**config.mk**
```make
export PLATFORM = sky130hd
export DESIGN_NAME = stack_sequencer
export DESIGN_NICKNAME = d
export VERILOG_FILES = /design/src/rtl/stack_sequencer.sv
export SDC_FILE = /design/constraint.sdc
export NUM_CORES = 1
export LEC_CHECK = 0
export CAP_MARGIN = 10
export CORE_ASPECT_RATIO = 1.25
export CORE_MARGIN = 5
export CORE_UTILIZATION = 43
export CTS_BUF_LIST = sky130_fd_sc_hd__clkbuf_4
export DETAILED_ROUTE_END_ITERATION = 8
export GPL_TIMING_DRIVEN = 0
export PLACE_DENSITY = 0.95
export SYNTH_ARGS = -nofsm -noshare
export SYNTH_HDL_FRONTEND = slang
export SYNTH_SLANG_ARGS = --single-unit
```
**constraint.sdc**
```tcl
create_clock -name clk -period 4.3 [get_ports clk]
set_input_delay 0.86 -clock clk [delete_from_list [all_inputs] [get_ports clk]]
set_output_delay 0.86 -clock clk [all_outputs]
set_load 0.05 [all_outputs]
```
**src/rtl/stack_sequencer.sv**
```systemverilog
// Stack engine driving the register bank and data memory for PUSH/POP/CALL/RET
// and interrupt entry; owns every SP update while a command is in flight.
module stack_sequencer #(
  parameter int               DATA_W      = 16,
  parameter int               ADDR_W      = 12,
  parameter logic [3:0]       SP_SEL      = 4'd8,
  parameter logic [ADDR_W-1:0] STACK_LIMIT = 12'hF00
) (
  input  logic              clk,
  input  logic              rst_n,
  input  logic              cmd_valid,
  output logic              cmd_ready,
  input  logic [1:0]        cmd_op,
  input  logic [2:0]        cmd_reg,
  input  logic [ADDR_W-1:0] cmd_target,
  input  logic [ADDR_W-1:0] pc_in,
  input  logic              irq,
  output logic              irq_ack,
  input  logic [ADDR_W-1:0] sp_in,
  input  logic [ADDR_W-1:0] isr_in,
  output logic [3:0]        rb_read_sel,
  input  logic [DATA_W-1:0] rb_read_data,
  output logic              rb_write_en,
  output logic [3:0]        rb_write_sel,
  output logic [DATA_W-1:0] rb_write_data,
  output logic [ADDR_W-1:0] mem_addr,
  output logic              mem_we,
  output logic [DATA_W-1:0] mem_wdata,
  output logic              mem_re,
  input  logic [DATA_W-1:0] mem_rdata,
  output logic              pc_load,
  output logic [ADDR_W-1:0] pc_next,
  output logic              done,
  output logic              ovf_err,
  output logic              unf_err
);

  localparam int PAD = DATA_W - ADDR_W;

  typedef enum logic [1:0] {OP_PUSH = 2'b00, OP_POP = 2'b01, OP_CALL = 2'b10, OP_RET = 2'b11} op_t;

  typedef enum logic [3:0] {
    S_IDLE, S_PUSH, S_POP_RD, S_POP_WB, S_POP_SP, S_CALL, S_RET_RD, S_RET_WB, S_ERR
  } state_t;

  typedef struct packed {
    logic [2:0]        rsel;
    logic [ADDR_W-1:0] tgt;
    logic [ADDR_W-1:0] pc;
    logic              is_irq;
    logic              ovf;
    logic              unf;
  } cmd_t;

  state_t state, state_nxt;
  cmd_t   cmd_q;

  logic              at_limit, at_empty;
  logic [ADDR_W-1:0] sp_dec, sp_inc;

  assign at_limit = (sp_in == STACK_LIMIT);
  assign at_empty = (sp_in == '0);
  assign sp_dec   = sp_in - 1'b1;
  assign sp_inc   = sp_in + 1'b1;

  // Latch the command at accept; irq wins over cmd_valid and vectors through isr_in.
  always_ff @(posedge clk or negedge rst_n) begin
    if (!rst_n) begin
      state <= S_IDLE;
      cmd_q <= '0;
    end else begin
      state <= state_nxt;
      if (state == S_IDLE) begin
        if (irq) begin
          cmd_q.rsel   <= '0;
          cmd_q.tgt    <= isr_in;
          cmd_q.pc     <= pc_in;
          cmd_q.is_irq <= 1'b1;
          cmd_q.ovf    <= at_limit;
          cmd_q.unf    <= 1'b0;
        end else if (cmd_valid) begin
          cmd_q.rsel   <= cmd_reg;
          cmd_q.tgt    <= cmd_target;
          cmd_q.pc     <= pc_in;
          cmd_q.is_irq <= 1'b0;
          cmd_q.ovf    <= at_limit && (cmd_op == OP_PUSH || cmd_op == OP_CALL);
          cmd_q.unf    <= at_empty && (cmd_op == OP_POP  || cmd_op == OP_RET);
        end
      end
    end
  end

  always_comb begin
    state_nxt = state;
    case (state)
      S_IDLE: begin
        if (irq) begin
          state_nxt = at_limit ? S_ERR : S_CALL;
        end else if (cmd_valid) begin
          case (op_t'(cmd_op))
            OP_PUSH: state_nxt = at_limit ? S_ERR : S_PUSH;
            OP_POP:  state_nxt = at_empty ? S_ERR : S_POP_RD;
            OP_CALL: state_nxt = at_limit ? S_ERR : S_CALL;
            default: state_nxt = at_empty ? S_ERR : S_RET_RD;
          endcase
        end
      end
      S_POP_RD: state_nxt = S_POP_WB;
      S_POP_WB: state_nxt = S_POP_SP;
      S_RET_RD: state_nxt = S_RET_WB;
      default:  state_nxt = S_IDLE;
    endcase
  end

  // All strobes decode from the registered state so a reset drops any pending write.
  always_comb begin
    cmd_ready     = 1'b0;
    irq_ack       = 1'b0;
    rb_read_sel   = 4'd0;
    rb_write_en   = 1'b0;
    rb_write_sel  = 4'd0;
    rb_write_data = '0;
    mem_addr      = '0;
    mem_we        = 1'b0;
    mem_wdata     = '0;
    mem_re        = 1'b0;
    pc_load       = 1'b0;
    pc_next       = '0;
    done          = 1'b0;
    ovf_err       = 1'b0;
    unf_err       = 1'b0;
    case (state)
      S_IDLE: cmd_ready = ~irq;
      S_PUSH: begin
        rb_read_sel   = {1'b0, cmd_q.rsel};
        mem_we        = 1'b1;
        mem_addr      = sp_dec;
        mem_wdata     = rb_read_data;
        rb_write_en   = 1'b1;
        rb_write_sel  = SP_SEL;
        rb_write_data = {{PAD{1'b0}}, sp_dec};
        done          = 1'b1;
      end
      S_POP_RD, S_RET_RD: begin
        mem_re   = 1'b1;
        mem_addr = sp_in;
      end
      S_POP_WB: begin
        rb_write_en   = 1'b1;
        rb_write_sel  = {1'b0, cmd_q.rsel};
        rb_write_data = mem_rdata;
      end
      S_POP_SP: begin
        rb_write_en   = 1'b1;
        rb_write_sel  = SP_SEL;
        rb_write_data = {{PAD{1'b0}}, sp_inc};
        done          = 1'b1;
      end
      S_CALL: begin
        mem_we        = 1'b1;
        mem_addr      = sp_dec;
        mem_wdata     = {{PAD{1'b0}}, cmd_q.pc};
        rb_write_en   = 1'b1;
        rb_write_sel  = SP_SEL;
        rb_write_data = {{PAD{1'b0}}, sp_dec};
        pc_load       = 1'b1;
        pc_next       = cmd_q.tgt;
        done          = 1'b1;
        irq_ack       = cmd_q.is_irq;
      end
      S_RET_WB: begin
        pc_load       = 1'b1;
        pc_next       = mem_rdata[ADDR_W-1:0];
        rb_write_en   = 1'b1;
        rb_write_sel  = SP_SEL;
        rb_write_data = {{PAD{1'b0}}, sp_inc};
        done          = 1'b1;
      end
      S_ERR: begin
        done    = 1'b1;
        ovf_err = cmd_q.ovf;
        unf_err = cmd_q.unf;
        irq_ack = cmd_q.is_irq;
      end
      default: ;
    endcase
  end

endmodule

```
# --- Word level (Yosys, flattened, before mapping) ---
# Cells that the tools add are included.
totals:
  register_bits: 34
  output_inout_bits: 73
  elab_cells: 65
op_classes:
  n_addsub: 2
  n_eq_ne: 13
  muxes: 25
  bitwise_logic: 1
  reduce_logical: 17
op_table:
  columns: ["op", "n"]
  rows:
  - ["$mux 30", 2]
  - ["$pmux 12 s2", 2]
  - ["$pmux 16 s3", 1]
  - ["$pmux 16 s2", 1]
  - ["$mux 4", 6]
  - ["$eq 4x3->1 const B", 4]
  - ["$pmux 4 s4", 1]
  - ["$add 12x1->12 const B", 1]
  - ["$eq 12x12->1 const B", 1]
  - ["$logic_not 12->1", 1]
  - ["$pmux 4 s3", 1]
  - ["$sub 12x1->12 const B", 1]
  - ["$reduce_or 2->1", 5]
  - ["$reduce_or 5->1", 2]
  - ["$mux 1", 9]
  - ["$eq 4x2->1 const B", 2]
  - ["$pmux 4 s2", 1]
  - ["$eq 2x2->1 const B", 2]
  - ["$eq 4x1->1 const B", 1]
  - ["$eq 4x4->1 const B", 1]
  - ["$logic_not 4->1", 1]
  - ["$reduce_or 4->1", 1]
  - ["$mux 3", 1]
  - ["$ne 3x3->1 const B", 1]
  - ["7 further kinds", 9]

# --- Depth between registers and ports, before layout ---
logic_depth:
  ltp_word: 6
  mapped_depth: 7
  depth_no_buf: 6

# --- Worst setup path before layout ---
# No wires, ideal clock.
synth_timing:
  path_kind: "input to output"
  startpoint: "input sp_in[1]"
  endpoint: "output mem_addr[7]"
  arrival_time_ns: 3.171
  required_time_ns: 3.440
  path_slack_ns: 0.269
  stages: 3
  path_cell_list: "buf_6 or4_4 o41ai_1"
synth_via:
  elab_chain_len: 2
synth_lines:
  columns: ["element", "line", "source"]
  rows:
  - ["start: declaration", "19", "input logic [ADDR_W-1:0] sp_in,"]
  - ["$sub 12x1->12", "63", "assign sp_dec = sp_in - 1'b1;"]
  - ["$pmux 12 s2", "132", "case (state)"]
  - ["end: declaration", "26", "output logic [ADDR_W-1:0] mem_addr,"]
# No other way between the ends.

# --- Final worst setup path ---
layout_timing:
  startpoint: "input sp_in[1]"
  endpoint: "output mem_addr[11]"
# Same word-level chain as after synthesis.

==> load_flow_metrics.sql <==
INSERT INTO impl_metrics (metric_group, metric, value, unit) VALUES
('outcome', 'outcome', 'finished clean', ''),
('clock_network', 'clk-insertion-delay-late', '0.35', 'ns'),
('route', 'ant_nets', '0', ''),
('logic_synthesis', 'synth_top_cell_by_area', 'sky130_fd_sc_hd__dfrtp_1', ''),
('placed_design', 'dp.final_hpwl', '9070', 'um'),
('timing', 'finalSetupViolCount', '0', ''),
('clock_network', 'clock_root_buffer', 'sky130_fd_sc_hd__clkbuf_4', ''),
('logic_synthesis', 'synth_seq_cells', '34', ''),
('route', 'post-route-drc-count', '0', ''),
('clock_network', 'clock_buffer_count_from_cts', '5', ''),
('final_layout', 'number_of_fill_cells', '474', ''),
('placed_design', 'post-place-ws', '-0.453', 'ns'),
('power', 'p_switching', '0.00163', 'W'),
('clock_network', 'post-cts-setup-buffers', '0', ''),
('logic_synthesis', 'synth.cells.most_frequent', 'sky130_fd_sc_hd__nand2_1, sky130_fd_sc_hd__dfrtp_1, sky130_fd_sc_hd__a22o_1, sky130_fd_sc_hd__o21ai_0, sky130_fd_sc_hd__nor2_1', ''),
('power', 'seqPwrFrac', '0.189', ''),
('placed_design', 'place.port_buffers', '153', ''),
('placed_design', 'place.gp.congestion', '0.896', ''),
('timing', 'worstMarginPinSlew', '0.805', 'ns'),
('global_routing', 'grt_start_max_net_pins', '35', ''),
('logic_synthesis', 'post-synth-top-count-cell', 'sky130_fd_sc_hd__nand2_1', ''),
('global_routing', 'grt_overflow', '0', ''),
('power', 'internal-power', '0.00130', 'W'),
('final_layout', 'final-instance-count-excl-fill', '619', ''),
('route', 'routed-via-count', '3504', ''),
('route', 'detail_route.first_pass.iterations', '5', ''),
('floorplan', 'floorplan.initialDensity', '0.443', ''),
('timing', 'finalSetupTns', '0', 'ns'),
('clock_network', 'cts_num_sinks', '34', ''),
('route', 'first_iter_violations', '201', ''),
('setup_path', 'worst-endpoint-arrival', '3.30', 'ns'),
('placed_design', 'dpl.cell_count', '610', ''),
('global_routing', 'globalRouteTotalUtil', '0.259', ''),
('global_routing', 'grt_antenna_before_repair', '0', ''),
('power', 'switching_share', '0.556', ''),
('setup_path', 'critPathRequiredTime', '3.44', 'ns'),
('route', 'routedWlPerCell', '18.5', 'um'),
('timing', 'min_period', '4.16', 'ns'),
('setup_path', 'critical_path_peak_fanout', '8', ''),
('setup_path', 'cp-end-kind', 'output port', ''),
('timing', 'final_min_period_over_clock_period', '0.967', ''),
('final_layout', 'post_route_cells_drive_above_1_share', '0.102', ''),
('final_layout', 'fin_nets', '622', ''),
('logic_synthesis', 'ys_dominant_reg_cell', 'sky130_fd_sc_hd__dfrtp_1', ''),
('logic_synthesis', 'post_synth_main_area_contributors', 'sky130_fd_sc_hd__dfrtp_1, sky130_fd_sc_hd__nand2_1, sky130_fd_sc_hd__a22o_1', ''),
('logic_synthesis', 'synth_cells', '370', ''),
('power', 'powerDensity', '630', 'nW/um^2'),
('route', 'post_drt_via_cell_ratio', '5.66', ''),
('floorplan', 'die_height', '102', 'um'),
('power', 'max-vdd-ir-drop', '0.409', 'mV'),
('flow_run', 'maxCapViolCount', '0', ''),
('logic_synthesis', 'post_synthesis_instance_area', '2930', 'um^2'),
('global_routing', 'grt_first_pass_wirelength', '17700', 'um'),
('power', 'share_clk_of_total_power', '0.085', ''),
('logic_synthesis', 'async_flop_share', '1.00', ''),
('floorplan', 'io_pins', '162', ''),
('timing', 'clock-skew-final', '0.0236', 'ns'),
('global_routing', 'first_global_vias', '3765', ''),
('floorplan', 'floorplan.die_area', '8570', 'um^2'),
('floorplan', 'std_cell_rows', '33', ''),
('logic_synthesis', 'post_synth_num_cell_types', '57', ''),
('logic_synthesis', 'ys_warn_count', '0', ''),
('logic_synthesis', 'synth_sequential_area_ratio', '0.291', ''),
('timing', 'timing.fmax', '240', 'MHz'),
('floorplan', 'die_w', '83.8', 'um'),
('clock_network', 'clockBufferDepth', '2', ''),
('final_layout', 'fin_util', '0.703', ''),
('clock_network', 'cts_tree', 'yes', ''),
('power', 'comb_power_share', '0.726', ''),
('power', 'power.total', '0.00293', 'W'),
('setup_path', 'timing.critical_path.from_type', 'primary input', '');
==> worst paths after layout <==
| check | startpoint | endpoint | slack, ns | cells after the start |
|---|---|---|---|---|
| min reg2reg | cmd_q[12]$_DFFE_PN0P_ | cmd_q[12]$_DFFE_PN0P_ | 0.50 | 2 |
| min | cmd_q[12]$_DFFE_PN0P_ | cmd_q[12]$_DFFE_PN0P_ | 0.50 | 2 |
| max in group asynchronous | rst_n | cmd_q[19]$_DFFE_PN0P_ | 3.22 | 1 |
| max reg2reg | state[2]$_DFFE_PN0P_ | cmd_q[25]$_DFFE_PN0P_ | 2.23 | 6 |
| max | sp_in[1] | mem_addr[11] | 0.14 | 7 |
| min in group asynchronous | rst_n | cmd_q[29]$_DFFE_PN0P_ | 0.56 | 1 |
==> cell type report <==
type,count,area (um^2),area share
antenna,1,2.50,0.000539
buffer,33,211,0.0455
clock buffer,6,45.0,0.00970
clock inverter,2,37.5,0.00808
inverter,9,33.8,0.00727
multi-input combinational,294,1840,0.396
sequential,34,851,0.183
tap,87,109,0.0234
timing repair buffer,153,1510,0.326
==> power groups by stage <==
stage	logic [W]	registers [W]	clock network (W)
4_1_cts	0.00212	0.000549	0.000246
2_1_floorplan	0.00144	0.000523	0
3_5_place_dp	0.00212	0.000551	0
3_3_place_gp	0.00208	0.000542	0
6_report	0.00213	0.000553	0.000248
5_1_grt	0.00225	0.000567	0.000257
==> worst max-delay path: stages <==
cell                              delay (ns)
sky130_fd_sc_hd__clkdlybuf4s50_1        0.44
sky130_fd_sc_hd__buf_6                  0.15
sky130_fd_sc_hd__or4_4                  0.58
sky130_fd_sc_hd__nor4_4                 0.19
sky130_fd_sc_hd__a21oi_1                0.10
sky130_fd_sc_hd__a31oi_1                0.15
sky130_fd_sc_hd__clkdlybuf4s50_1        0.82
==> sequential cells by signal, summed over array words and instances (netlist names) <==
| name | cells |
|---|---|
| state | 4 |
| cmd_q | 30 |
==> metrics by stage <==
step                area, um^2  hold WS, ns
floorplan                 2930        0.440
detailed placement        4560        0.464
global placement          4570        0.456
global route              4640        0.526
CTS                       4650        0.492
finish                    4640        0.496
==> cell families (layout without fill, tap and decap cells) <==
kind of cell,Yosys count,count (layout),synth area share
muxes,14,14,0.0483
xor gates and xnor gates,13,13,0.0389
other,1,2,0.00128
buffers and inverters,42,203,0.0834
and+or+nand+nor,165,165,0.292
adders and majority gates,3,3,0.0128
AOI/OAI and AO/OA,98,98,0.233
DFF,34,34,0.291
==> layer usage <==
layer	track usage	routed length, um	vias to the layer above
li1	-	-	1626
met1	0.274	4180	1660
met2	0.469	5910	187
met3	0.0798	997	31
met4	0.127	385	0
met5	0	0	-
==> what timing repair did <==
action / 4_1_cts / 5_1_grt
endpoints found under the setup margin: 8 / 12
gates cloned: 0 / 0
gates resized for setup: 12 / 11
pin swaps: 0 / 0
==> cell usage in the layout, fill, tap and decap left out, types with 3 or more instances in the layout <==
| cell | synthesis | layout |
|---|---|---|
| sky130_fd_sc_hd__a22o_1 | 27 | 27 |
| sky130_fd_sc_hd__clkbuf_2 | 0 | 4 |
| sky130_fd_sc_hd__clkdlybuf4s50_1 | 0 | 142 |
| sky130_fd_sc_hd__a31oi_1 | 5 | 5 |
| sky130_fd_sc_hd__xor2_1 | 4 | 4 |
| sky130_fd_sc_hd__and2_1 | 16 | 16 |
| sky130_fd_sc_hd__dlygate4sd2_1 | 0 | 3 |
| sky130_fd_sc_hd__buf_6 | 6 | 6 |
| sky130_fd_sc_hd__nor2_1 | 22 | 22 |
| sky130_fd_sc_hd__clkbuf_4 | 0 | 6 |
| sky130_fd_sc_hd__o21ai_0 | 24 | 24 |
| sky130_fd_sc_hd__mux2i_1 | 13 | 13 |
| sky130_fd_sc_hd__nor4_1 | 4 | 4 |
| sky130_fd_sc_hd__buf_4 | 8 | 8 |
| sky130_fd_sc_hd__nor3_1 | 8 | 8 |
| sky130_fd_sc_hd__o221ai_1 | 4 | 4 |
| sky130_fd_sc_hd__clkbuf_1 | 9 | 8 |
| sky130_fd_sc_hd__o21ai_1 | 7 | 7 |
| sky130_fd_sc_hd__nor3_2 | 3 | 3 |
| sky130_fd_sc_hd__a21oi_1 | 10 | 10 |
| sky130_fd_sc_hd__a21o_1 | 3 | 3 |
| sky130_fd_sc_hd__ha_1 | 3 | 3 |
| sky130_fd_sc_hd__nand2_1 | 77 | 77 |
| sky130_fd_sc_hd__dfrtp_1 | 34 | 34 |
| sky130_fd_sc_hd__nand3_1 | 7 | 7 |
| sky130_fd_sc_hd__inv_1 | 7 | 7 |
| sky130_fd_sc_hd__o31ai_1 | 3 | 3 |
| sky130_fd_sc_hd__nand2b_1 | 4 | 4 |
| sky130_fd_sc_hd__buf_2 | 9 | 10 |
| sky130_fd_sc_hd__a221o_1 | 3 | 3 |
| sky130_fd_sc_hd__xnor2_1 | 9 | 9 |
| sky130_fd_sc_hd__nand4_1 | 3 | 3 |
No activity file was read; power rests on OpenSTA's default activity.
